[src/rtl/idecode_pkg.sv]
// Shared decode-stage definitions: widths, opcode/funct values, ALUOp codes,
// ex_ctrl bit positions and the immediate sign-extension helper.
package idecode_pkg;

  localparam int WORD = 32;
  localparam int NREG = 32;

  // Primary opcodes understood by the decoder
  localparam logic [5:0] OP_RTYPE = 6'h00;
  localparam logic [5:0] OP_J     = 6'h02;
  localparam logic [5:0] OP_BEQ   = 6'h04;
  localparam logic [5:0] OP_BNE   = 6'h05;
  localparam logic [5:0] OP_ADDI  = 6'h08;
  localparam logic [5:0] OP_LW    = 6'h23;
  localparam logic [5:0] OP_SW    = 6'h2B;

  // R-type function codes
  localparam logic [5:0] FN_ADD = 6'h20;
  localparam logic [5:0] FN_SUB = 6'h22;
  localparam logic [5:0] FN_AND = 6'h24;
  localparam logic [5:0] FN_OR  = 6'h25;
  localparam logic [5:0] FN_SLT = 6'h2A;

  // ALUOp encodings handed to execute
  localparam logic [1:0] ALUOP_ADD   = 2'b00;
  localparam logic [1:0] ALUOP_RTYPE = 2'b10;

  // Bit positions inside the 9-bit ex_ctrl word
  localparam int CTRL_REGWRITE = 8;
  localparam int CTRL_MEMTOREG = 7;
  localparam int CTRL_MEMREAD  = 6;
  localparam int CTRL_MEMWRITE = 5;
  localparam int CTRL_ALUSRC   = 4;
  localparam int CTRL_REGDST   = 3;
  localparam int CTRL_ALUOP_HI = 2;
  localparam int CTRL_ALUOP_LO = 1;
  localparam int CTRL_BRANCH   = 0;

  // Sign-extend a 16-bit immediate to the datapath width
  function automatic logic [WORD-1:0] sext16(input logic [15:0] imm);
    return {{(WORD-16){imm[15]}}, imm};
  endfunction

endpackage

[src/rtl/idecode_regfile.sv]
// 32-entry register file: two combinational read ports with write-back
// bypass, one write port, register 0 hardwired to zero, synchronous clear.
module idecode_regfile
  import idecode_pkg::*;
(
  input  logic            clk_i,
  input  logic            reset_ni,
  input  logic [4:0]      ra1_i,
  input  logic [4:0]      ra2_i,
  output logic [WORD-1:0] rd1_o,
  output logic [WORD-1:0] rd2_o,
  input  logic            we_i,
  input  logic [4:0]      wa_i,
  input  logic [WORD-1:0] wd_i
);

  logic [WORD-1:0] regs_q [NREG];

  // Storage update: clear everything on reset, otherwise accept WB writes to r1..r31
  always_ff @(posedge clk_i) begin
    if (!reset_ni) begin
      for (int i = 0; i < NREG; i++) begin
        regs_q[i] <= {WORD{1'b0}};
      end
    end else if (we_i && (wa_i != 5'd0)) begin
      regs_q[wa_i] <= wd_i;
    end
  end

  // Read port 1: zero for r0, bypass a same-cycle WB write, else stored value
  always_comb begin
    rd1_o = {WORD{1'b0}};
    if (ra1_i == 5'd0) begin
      rd1_o = {WORD{1'b0}};
    end else if (we_i && (wa_i == ra1_i)) begin
      rd1_o = wd_i;
    end else begin
      rd1_o = regs_q[ra1_i];
    end
  end

  // Read port 2: same policy as port 1
  always_comb begin
    rd2_o = {WORD{1'b0}};
    if (ra2_i == 5'd0) begin
      rd2_o = {WORD{1'b0}};
    end else if (we_i && (wa_i == ra2_i)) begin
      rd2_o = wd_i;
    end else begin
      rd2_o = regs_q[ra2_i];
    end
  end

endmodule

[src/rtl/idecode.sv]
// Instruction decode stage: control decode, load-use and branch hazard
// detection, early branch/jump resolution and the ID/EX pipeline register.
module idecode
  import idecode_pkg::*;
(
  input  logic            clk,
  input  logic            reset,
  input  logic [WORD-1:0] nPC_id,
  input  logic [WORD-1:0] IR_id,
  input  logic            wb_en,
  input  logic [4:0]      wb_addr,
  input  logic [WORD-1:0] wb_data,
  input  logic            mem_RegWrite,
  input  logic [4:0]      mem_dst,
  output logic            PCSrc,
  output logic [WORD-1:0] BrDest,
  output logic            Stall,
  output logic [8:0]      ex_ctrl,
  output logic [WORD-1:0] ex_rs_data,
  output logic [WORD-1:0] ex_rt_data,
  output logic [WORD-1:0] ex_imm,
  output logic [4:0]      ex_rs,
  output logic [4:0]      ex_rt,
  output logic [4:0]      ex_rd,
  output logic [WORD-1:0] ex_nPC
);

  logic [5:0]      op_s, funct_s;
  logic [4:0]      rs_s, rt_s, rd_s;
  logic [15:0]     imm16_s;
  logic            unused_shamt_s;
  logic [WORD-1:0] rs_data_s, rt_data_s;
  logic [8:0]      ctrl_s;
  logic            is_beq_s, is_bne_s, is_j_s;
  logic            load_use_s, br_hazard_s, stall_s;
  logic [4:0]      ex_dst_s;

  logic [8:0]      ex_ctrl_d, ex_ctrl_q;
  logic [WORD-1:0] ex_rs_data_d, ex_rs_data_q, ex_rt_data_d, ex_rt_data_q;
  logic [WORD-1:0] ex_imm_d, ex_imm_q, ex_nPC_d, ex_nPC_q;
  logic [4:0]      ex_rs_d, ex_rs_q, ex_rt_d, ex_rt_q, ex_rd_d, ex_rd_q;

  assign op_s           = IR_id[31:26];
  assign rs_s           = IR_id[25:21];
  assign rt_s           = IR_id[20:16];
  assign rd_s           = IR_id[15:11];
  assign funct_s        = IR_id[5:0];
  assign imm16_s        = IR_id[15:0];
  assign unused_shamt_s = ^IR_id[10:6];

  idecode_regfile u_regfile (
    .clk_i    (clk),
    .reset_ni (reset),
    .ra1_i    (rs_s),
    .ra2_i    (rt_s),
    .rd1_o    (rs_data_s),
    .rd2_o    (rt_data_s),
    .we_i     (wb_en),
    .wa_i     (wb_addr),
    .wd_i     (wb_data)
  );

  // Main control decode; anything unrecognised becomes an all-zero nop
  always_comb begin
    ctrl_s   = 9'd0;
    is_beq_s = 1'b0;
    is_bne_s = 1'b0;
    is_j_s   = 1'b0;
    case (op_s)
      OP_RTYPE: begin
        case (funct_s)
          FN_ADD, FN_SUB, FN_AND, FN_OR, FN_SLT: begin
            ctrl_s[CTRL_REGWRITE] = 1'b1;
            ctrl_s[CTRL_REGDST]   = 1'b1;
            ctrl_s[CTRL_ALUOP_HI:CTRL_ALUOP_LO] = ALUOP_RTYPE;
          end
          default: ctrl_s = 9'd0;
        endcase
      end
      OP_LW: begin
        ctrl_s[CTRL_REGWRITE] = 1'b1;
        ctrl_s[CTRL_MEMTOREG] = 1'b1;
        ctrl_s[CTRL_MEMREAD]  = 1'b1;
        ctrl_s[CTRL_ALUSRC]   = 1'b1;
        ctrl_s[CTRL_ALUOP_HI:CTRL_ALUOP_LO] = ALUOP_ADD;
      end
      OP_SW: begin
        ctrl_s[CTRL_MEMWRITE] = 1'b1;
        ctrl_s[CTRL_ALUSRC]   = 1'b1;
        ctrl_s[CTRL_ALUOP_HI:CTRL_ALUOP_LO] = ALUOP_ADD;
      end
      OP_ADDI: begin
        ctrl_s[CTRL_REGWRITE] = 1'b1;
        ctrl_s[CTRL_ALUSRC]   = 1'b1;
        ctrl_s[CTRL_ALUOP_HI:CTRL_ALUOP_LO] = ALUOP_ADD;
      end
      OP_BEQ:  is_beq_s = 1'b1;
      OP_BNE:  is_bne_s = 1'b1;
      OP_J:    is_j_s   = 1'b1;
      default: ctrl_s = 9'd0;
    endcase
  end

  assign ex_dst_s = ex_ctrl_q[CTRL_REGDST] ? ex_rd_q : ex_rt_q;

  // Hazard detection: a load feeding ID, or a branch whose operands are still in flight
  always_comb begin
    load_use_s  = ex_ctrl_q[CTRL_MEMREAD] && (ex_rt_q != 5'd0) &&
                  ((ex_rt_q == rs_s) || (ex_rt_q == rt_s));
    br_hazard_s = 1'b0;
    if (is_beq_s || is_bne_s) begin
      br_hazard_s =
        ((rs_s != 5'd0) && ((ex_ctrl_q[CTRL_REGWRITE] && (ex_dst_s == rs_s)) ||
                            (mem_RegWrite && (mem_dst == rs_s)))) ||
        ((rt_s != 5'd0) && ((ex_ctrl_q[CTRL_REGWRITE] && (ex_dst_s == rt_s)) ||
                            (mem_RegWrite && (mem_dst == rt_s))));
    end else begin
      br_hazard_s = 1'b0;
    end
    stall_s = load_use_s || br_hazard_s;
  end

  // Early branch/jump resolution; redirect is suppressed while stalled
  always_comb begin
    PCSrc  = 1'b0;
    BrDest = {WORD{1'b0}};
    if (is_beq_s || is_bne_s) begin
      BrDest = nPC_id + sext16(imm16_s);
      PCSrc  = !stall_s && (is_beq_s ? (rs_data_s == rt_data_s)
                                     : (rs_data_s != rt_data_s));
    end else if (is_j_s) begin
      BrDest = {nPC_id[31:26], IR_id[25:0]};
      PCSrc  = !stall_s;
    end else begin
      PCSrc  = 1'b0;
      BrDest = {WORD{1'b0}};
    end
  end

  assign Stall = stall_s;

  // ID/EX next state: a zero bubble on stall, otherwise the decoded instruction
  always_comb begin
    ex_ctrl_d    = 9'd0;
    ex_rs_data_d = {WORD{1'b0}};
    ex_rt_data_d = {WORD{1'b0}};
    ex_imm_d     = {WORD{1'b0}};
    ex_nPC_d     = {WORD{1'b0}};
    ex_rs_d      = 5'd0;
    ex_rt_d      = 5'd0;
    ex_rd_d      = 5'd0;
    if (!stall_s) begin
      ex_ctrl_d    = ctrl_s;
      ex_rs_data_d = rs_data_s;
      ex_rt_data_d = rt_data_s;
      ex_imm_d     = sext16(imm16_s);
      ex_nPC_d     = nPC_id;
      ex_rs_d      = rs_s;
      ex_rt_d      = rt_s;
      ex_rd_d      = rd_s;
    end else begin
      ex_ctrl_d    = 9'd0;
    end
  end

  // ID/EX pipeline register with synchronous active-low clear
  always_ff @(posedge clk) begin
    if (!reset) begin
      ex_ctrl_q    <= 9'd0;
      ex_rs_data_q <= {WORD{1'b0}};
      ex_rt_data_q <= {WORD{1'b0}};
      ex_imm_q     <= {WORD{1'b0}};
      ex_nPC_q     <= {WORD{1'b0}};
      ex_rs_q      <= 5'd0;
      ex_rt_q      <= 5'd0;
      ex_rd_q      <= 5'd0;
    end else begin
      ex_ctrl_q    <= ex_ctrl_d;
      ex_rs_data_q <= ex_rs_data_d;
      ex_rt_data_q <= ex_rt_data_d;
      ex_imm_q     <= ex_imm_d;
      ex_nPC_q     <= ex_nPC_d;
      ex_rs_q      <= ex_rs_d;
      ex_rt_q      <= ex_rt_d;
      ex_rd_q      <= ex_rd_d;
    end
  end

  assign ex_ctrl    = ex_ctrl_q;
  assign ex_rs_data = ex_rs_data_q;
  assign ex_rt_data = ex_rt_data_q;
  assign ex_imm     = ex_imm_q;
  assign ex_nPC     = ex_nPC_q;
  assign ex_rs      = ex_rs_q;
  assign ex_rt      = ex_rt_q;
  assign ex_rd      = ex_rd_q;

endmodule

[config.mk]
export PLATFORM = sky130hd
export DESIGN_NAME = idecode
export DESIGN_NICKNAME = d
export VERILOG_FILES = /design/src/rtl/idecode_pkg.sv /design/src/rtl/idecode_regfile.sv /design/src/rtl/idecode.sv
export SDC_FILE = /design/constraint.sdc
export NUM_CORES = 2
export LEC_CHECK = 0
export BUFFER_PORTS_ARGS = -buffer_cell sky130_fd_sc_hd__buf_2
export CAP_MARGIN = 20
export CORE_ASPECT_RATIO = 1.25
export CORE_UTILIZATION = 25
export DETAILED_ROUTE_END_ITERATION = 12
export PLACE_DENSITY = 0.48
export SKIP_CTS_REPAIR_TIMING = 1
export SLEW_MARGIN = 20
export SYNTH_ARGS = -nofsm -noshare
export SYNTH_HDL_FRONTEND = slang
export SYNTH_SLANG_ARGS = --single-unit
export TNS_END_PERCENT = 50
[constraint.sdc]
create_clock -name clk -period 23.3 [get_ports clk]
set_input_delay 6.99 -clock clk [delete_from_list [all_inputs] [get_ports clk]]
set_output_delay 6.99 -clock clk [all_outputs]
set_load 0.02 [all_outputs]
==> flow_summary.json <==
{
  "power_per_cell_area_nw_per_um2": 75.3,
  "growth_of_design_area_from_synthesis_to_finish_pct": 16.3,
  "layout_setup_ws_ns": 3.44,
  "worst_case_reg_to_reg_path_depth": 10,
  "slew_headroom_pct": 22.9,
  "postSynthAreaPerCell_sq_um": 14.5,
  "post-route-min-period_ns": 19.86,
  "drtIter0Drc": 5041,
  "net-switching-power_mw": 1.47,
  "share_of_synthesized_flip_flops_with_an_asynchronous_set_or_reset_pct": 0,
  "total_global_routing_overflow": 0,
  "grt_max_degree": 103,
  "synth.top_cell.area_share_pct": 50.1,
  "path_delay_family": "simple AND/OR/NAND/NOR gates",
  "die_h_microns": 556,
  "path_max_fanout": 26,
  "layout.cells.most_common": "edfxtp_1",
  "row_count": 203,
  "route.final.wire_length_microns": 259000,
  "antenna_found_initial": 52,
  "initial_core_utilization_pct": 25.1,
  "synth-seq-cells": 1151,
  "cts_num_sinks": 1151,
  "drt.antenna.violating_nets": 0,
  "rsz0062_at_grt": "no",
  "chipWidth_microns": 445,
  "cts.path.max_buffers": 4,
  "synth_area_leader_cell": "edfxtp_1",
  "power.sequential.fraction_pct": 45.0,
  "num-nets-final": 4533,
  "clk_pin_slew_ns": 0.06,
  "drive_above_1_share_pct": 28.7,
  "reg2reg_to": "ex_rs_data[22]",
  "via_count_of_the_first_global_routing_pass": 41186,
  "highest-signal-layer": "met5",
  "crit_path_top_delay_cell": "nor4_1",
  "ioPinCount": 296,
  "placed_wire_length_estimate_microns": 160000,
  "timing.setup.critical_path_class": "input pin to primary output",
  "critPathMostFrequentCell": "nand4_1",
  "synth.cell_area_sq_um": 61400,
  "vias": 40828,
  "rrSetupSlack_ns": 19.30,
  "result_of_the_run": "finished clean",
  "number_of_enable_flip_flop_cells_after_synthesis": 1024,
  "rr_startpoint": "ex_ctrl[2]",
  "wl_met1_microns": 97300,
  "root_buffer": "clkbuf_16",
  "worstPathArrival_ns": 12.87,
  "fin_setup_tns_ns": 0,
  "path_cells": "buf_2, buf_4, xnor2_1, nand4_1, o21ai_4, nor2_2, a211oi_1, xnor2_1, nand4_1, nor4_1, nand4_1, mux2i_1, a211o_1, buf_2",
  "swShare_pct": 27.2,
  "ys_top_cells_by_area": "edfxtp_1 50%, mux4_2 21%, and2_1 10%, dfxtp_1 4.1%, clkbuf_1 1.7%",
  "globalRouteTotalUtil_pct": 20.4,
  "via_per_inst": 5.23,
  "final-setup-viol-count": 0,
  "final_cells": 7805,
  "critPathLaunchType": "input pin",
  "critPathMaxStageDelay_ns": 0.99,
  "floorplan.core_area_sq_um": 244000,
  "first_pass_iters": 8,
  "crit_path_end_kind": "primary output",
  "cap_violations": 0,
  "cts_tree": "yes",
  "numCtsBuffers": 146,
  "startpoint": "IR_id[19]",
  "detail_route.wl_per_cell_microns": 33.2,
  "met3RoutedLength_microns": 22300,
  "final_util_pct": 29.2,
  "capturing_element_of_the_worst_setup_path": "PCSrc",
  "ys_types": 71,
  "critical_path.n_buffers_inverters": 3,
  "critical_path_cell_count": 14,
  "hold_path_class": "flip-flop to flip-flop",
  "final_cell_mix": "1,024 x edfxtp_1, 999 x and2_1, 567 x mux4_2",
  "timing.final.max_slew_violations": 0,
  "routed-wl-met2_microns": 124000,
  "power_report.internal_total_mw": 3.91,
  "power_frac_comb_pct": 14.1,
  "post-place-ws_ns": 3.75,
  "ys.flop_type": "edfxtp_1",
  "cp_data_required_time_ns": 16.31,
  "io_buffers": 293,
  "cellLeakagePower_nw": 24.9,
  "clock_power_share_pct": 40.9,
  "dp.cells": 7522,
  "tightest_slew_ns": 1.15,
  "fin_worst_skew_ns": 0.0738,
  "clock.fmax_mhz": 50.3,
  "ys_seq_area_share_pct": 54.2,
  "final-hold-violation-count": 0,
  "synth_warnings": 0,
  "detail_route.drc_violations": 0,
  "synthCells": 4230,
  "first_pass_grt_wire_length_microns": 350000,
  "final.period_utilization_pct": 85.2,
  "gp_congestion": 0.893,
  "worst_ir_drop_vdd_uv": 52.3,
  "cts_max_level": 4,
  "design.die.area_sq_um": 248000,
  "worstSkewPairLatency_ns": 0.84
}
worst reg2reg max path: stages, from the launching register on:
cell and delay [ns]:
dfxtp_1 0.63, mux2i_1 0.42, xnor2_1 0.12, nor4_1 0.34
a31oi_1 0.13, o22ai_1 0.29, a21oi_4 0.09, buf_4 0.25
nand2_4 0.48, buf_4 0.59, nor2_1 0.41
synth_stat cells (33+ instances only):
cell / instances
dfxtp_1: 127
mux4_2: 567
nand2_1: 97
and2_1: 999
and3_1: 80
mux2i_1: 88
a211oi_1: 33
xnor2_1: 50
buf_2: 68
xor2_1: 45
o21ai_0: 78
buf_4: 61
a21oi_1: 48
nor2_1: 148
clkbuf_1: 282
edfxtp_1: 1024
nor2b_1: 33
cells by family (layout without fill, tap and decap cells):
logic type                 count (synthesis)  in the layout  share of synthesized area, %
AOI/OAI and AO/OA                        352            352                          3.87
xor gates and xnor gates                  95             95                          1.35
adders and majority gates                 32             32                         0.664
buffers and inverters                    461            695                          3.54
DFF                                     1151           1151                          54.2
muxes                                    664            664                          22.4
other                                      1             62                       0.00610
and+or+nand+nor                         1474           1474                          14.0
stage by stage:
stage               hold slack, ns  total power, mW  cell area, sq um
floorplan                    0.789             2.90             61600
global placement              1.08             3.21             66800
detailed placement            1.11             3.22             66900
CTS                           1.11             5.41             71300
global route                  1.22             5.52             71400
finish                        1.12             5.38             71400
worst min-delay path by stage:
stage                                  startpoint       endpoint  cells after the start
after floorplan           u_regfile.regs_q[12][3]  ex_rt_data[3]                      4
after global routing       u_regfile.regs_q[4][7]  ex_rs_data[7]                      6
after detailed placement   u_regfile.regs_q[7][1]  ex_rt_data[1]                      5
final                      u_regfile.regs_q[7][1]  ex_rt_data[1]                      5
after CTS                  u_regfile.regs_q[7][1]  ex_rt_data[1]                      5
after global placement     u_regfile.regs_q[4][1]  ex_rt_data[1]                      5
layout make-up:
| class | instances | area, sq um |
|---|---|---|
| Fill cell | 24549 | 173000 |
| Sequential cell | 1151 | 33300 |
| Multi-Input combinational cell | 2651 | 26700 |
| Tap cell | 3280 | 4100 |
| Clock buffer | 180 | 3880 |
| Timing Repair Buffer | 423 | 2690 |
| Clock inverter | 74 | 564 |
| Inverter | 18 | 70.1 |
| Antenna cell | 28 | 70.1 |
power groups by stage:
| stage | combinational [mW] | sequential (mW) | clock [mW] |
|---|---|---|---|
| global placement | 0.752 | 2.46 | 0 |
| CTS | 0.756 | 2.42 | 2.24 |
| floorplan | 0.431 | 2.47 | 0 |
| global route | 0.784 | 2.43 | 2.30 |
| finish | 0.757 | 2.42 | 2.20 |
| detailed placement | 0.754 | 2.46 | 0 |
metal layers:
metal,global-route usage [%],vias up
met1,24.8,21339
met5,0,-
met3,4.24,641
met4,10.7,14
met2,34.0,2389
li1,-,16445
sequential cells by signal, summed over array words and instances (netlist names):
name              cells
ex_rs                 5
ex_rs_data           32
ex_nPC               32
ex_imm               16
ex_ctrl               5
ex_rt                 5
ex_rt_data           32
u_regfile.regs_q   1024
(Power assumes the default switching activity.)
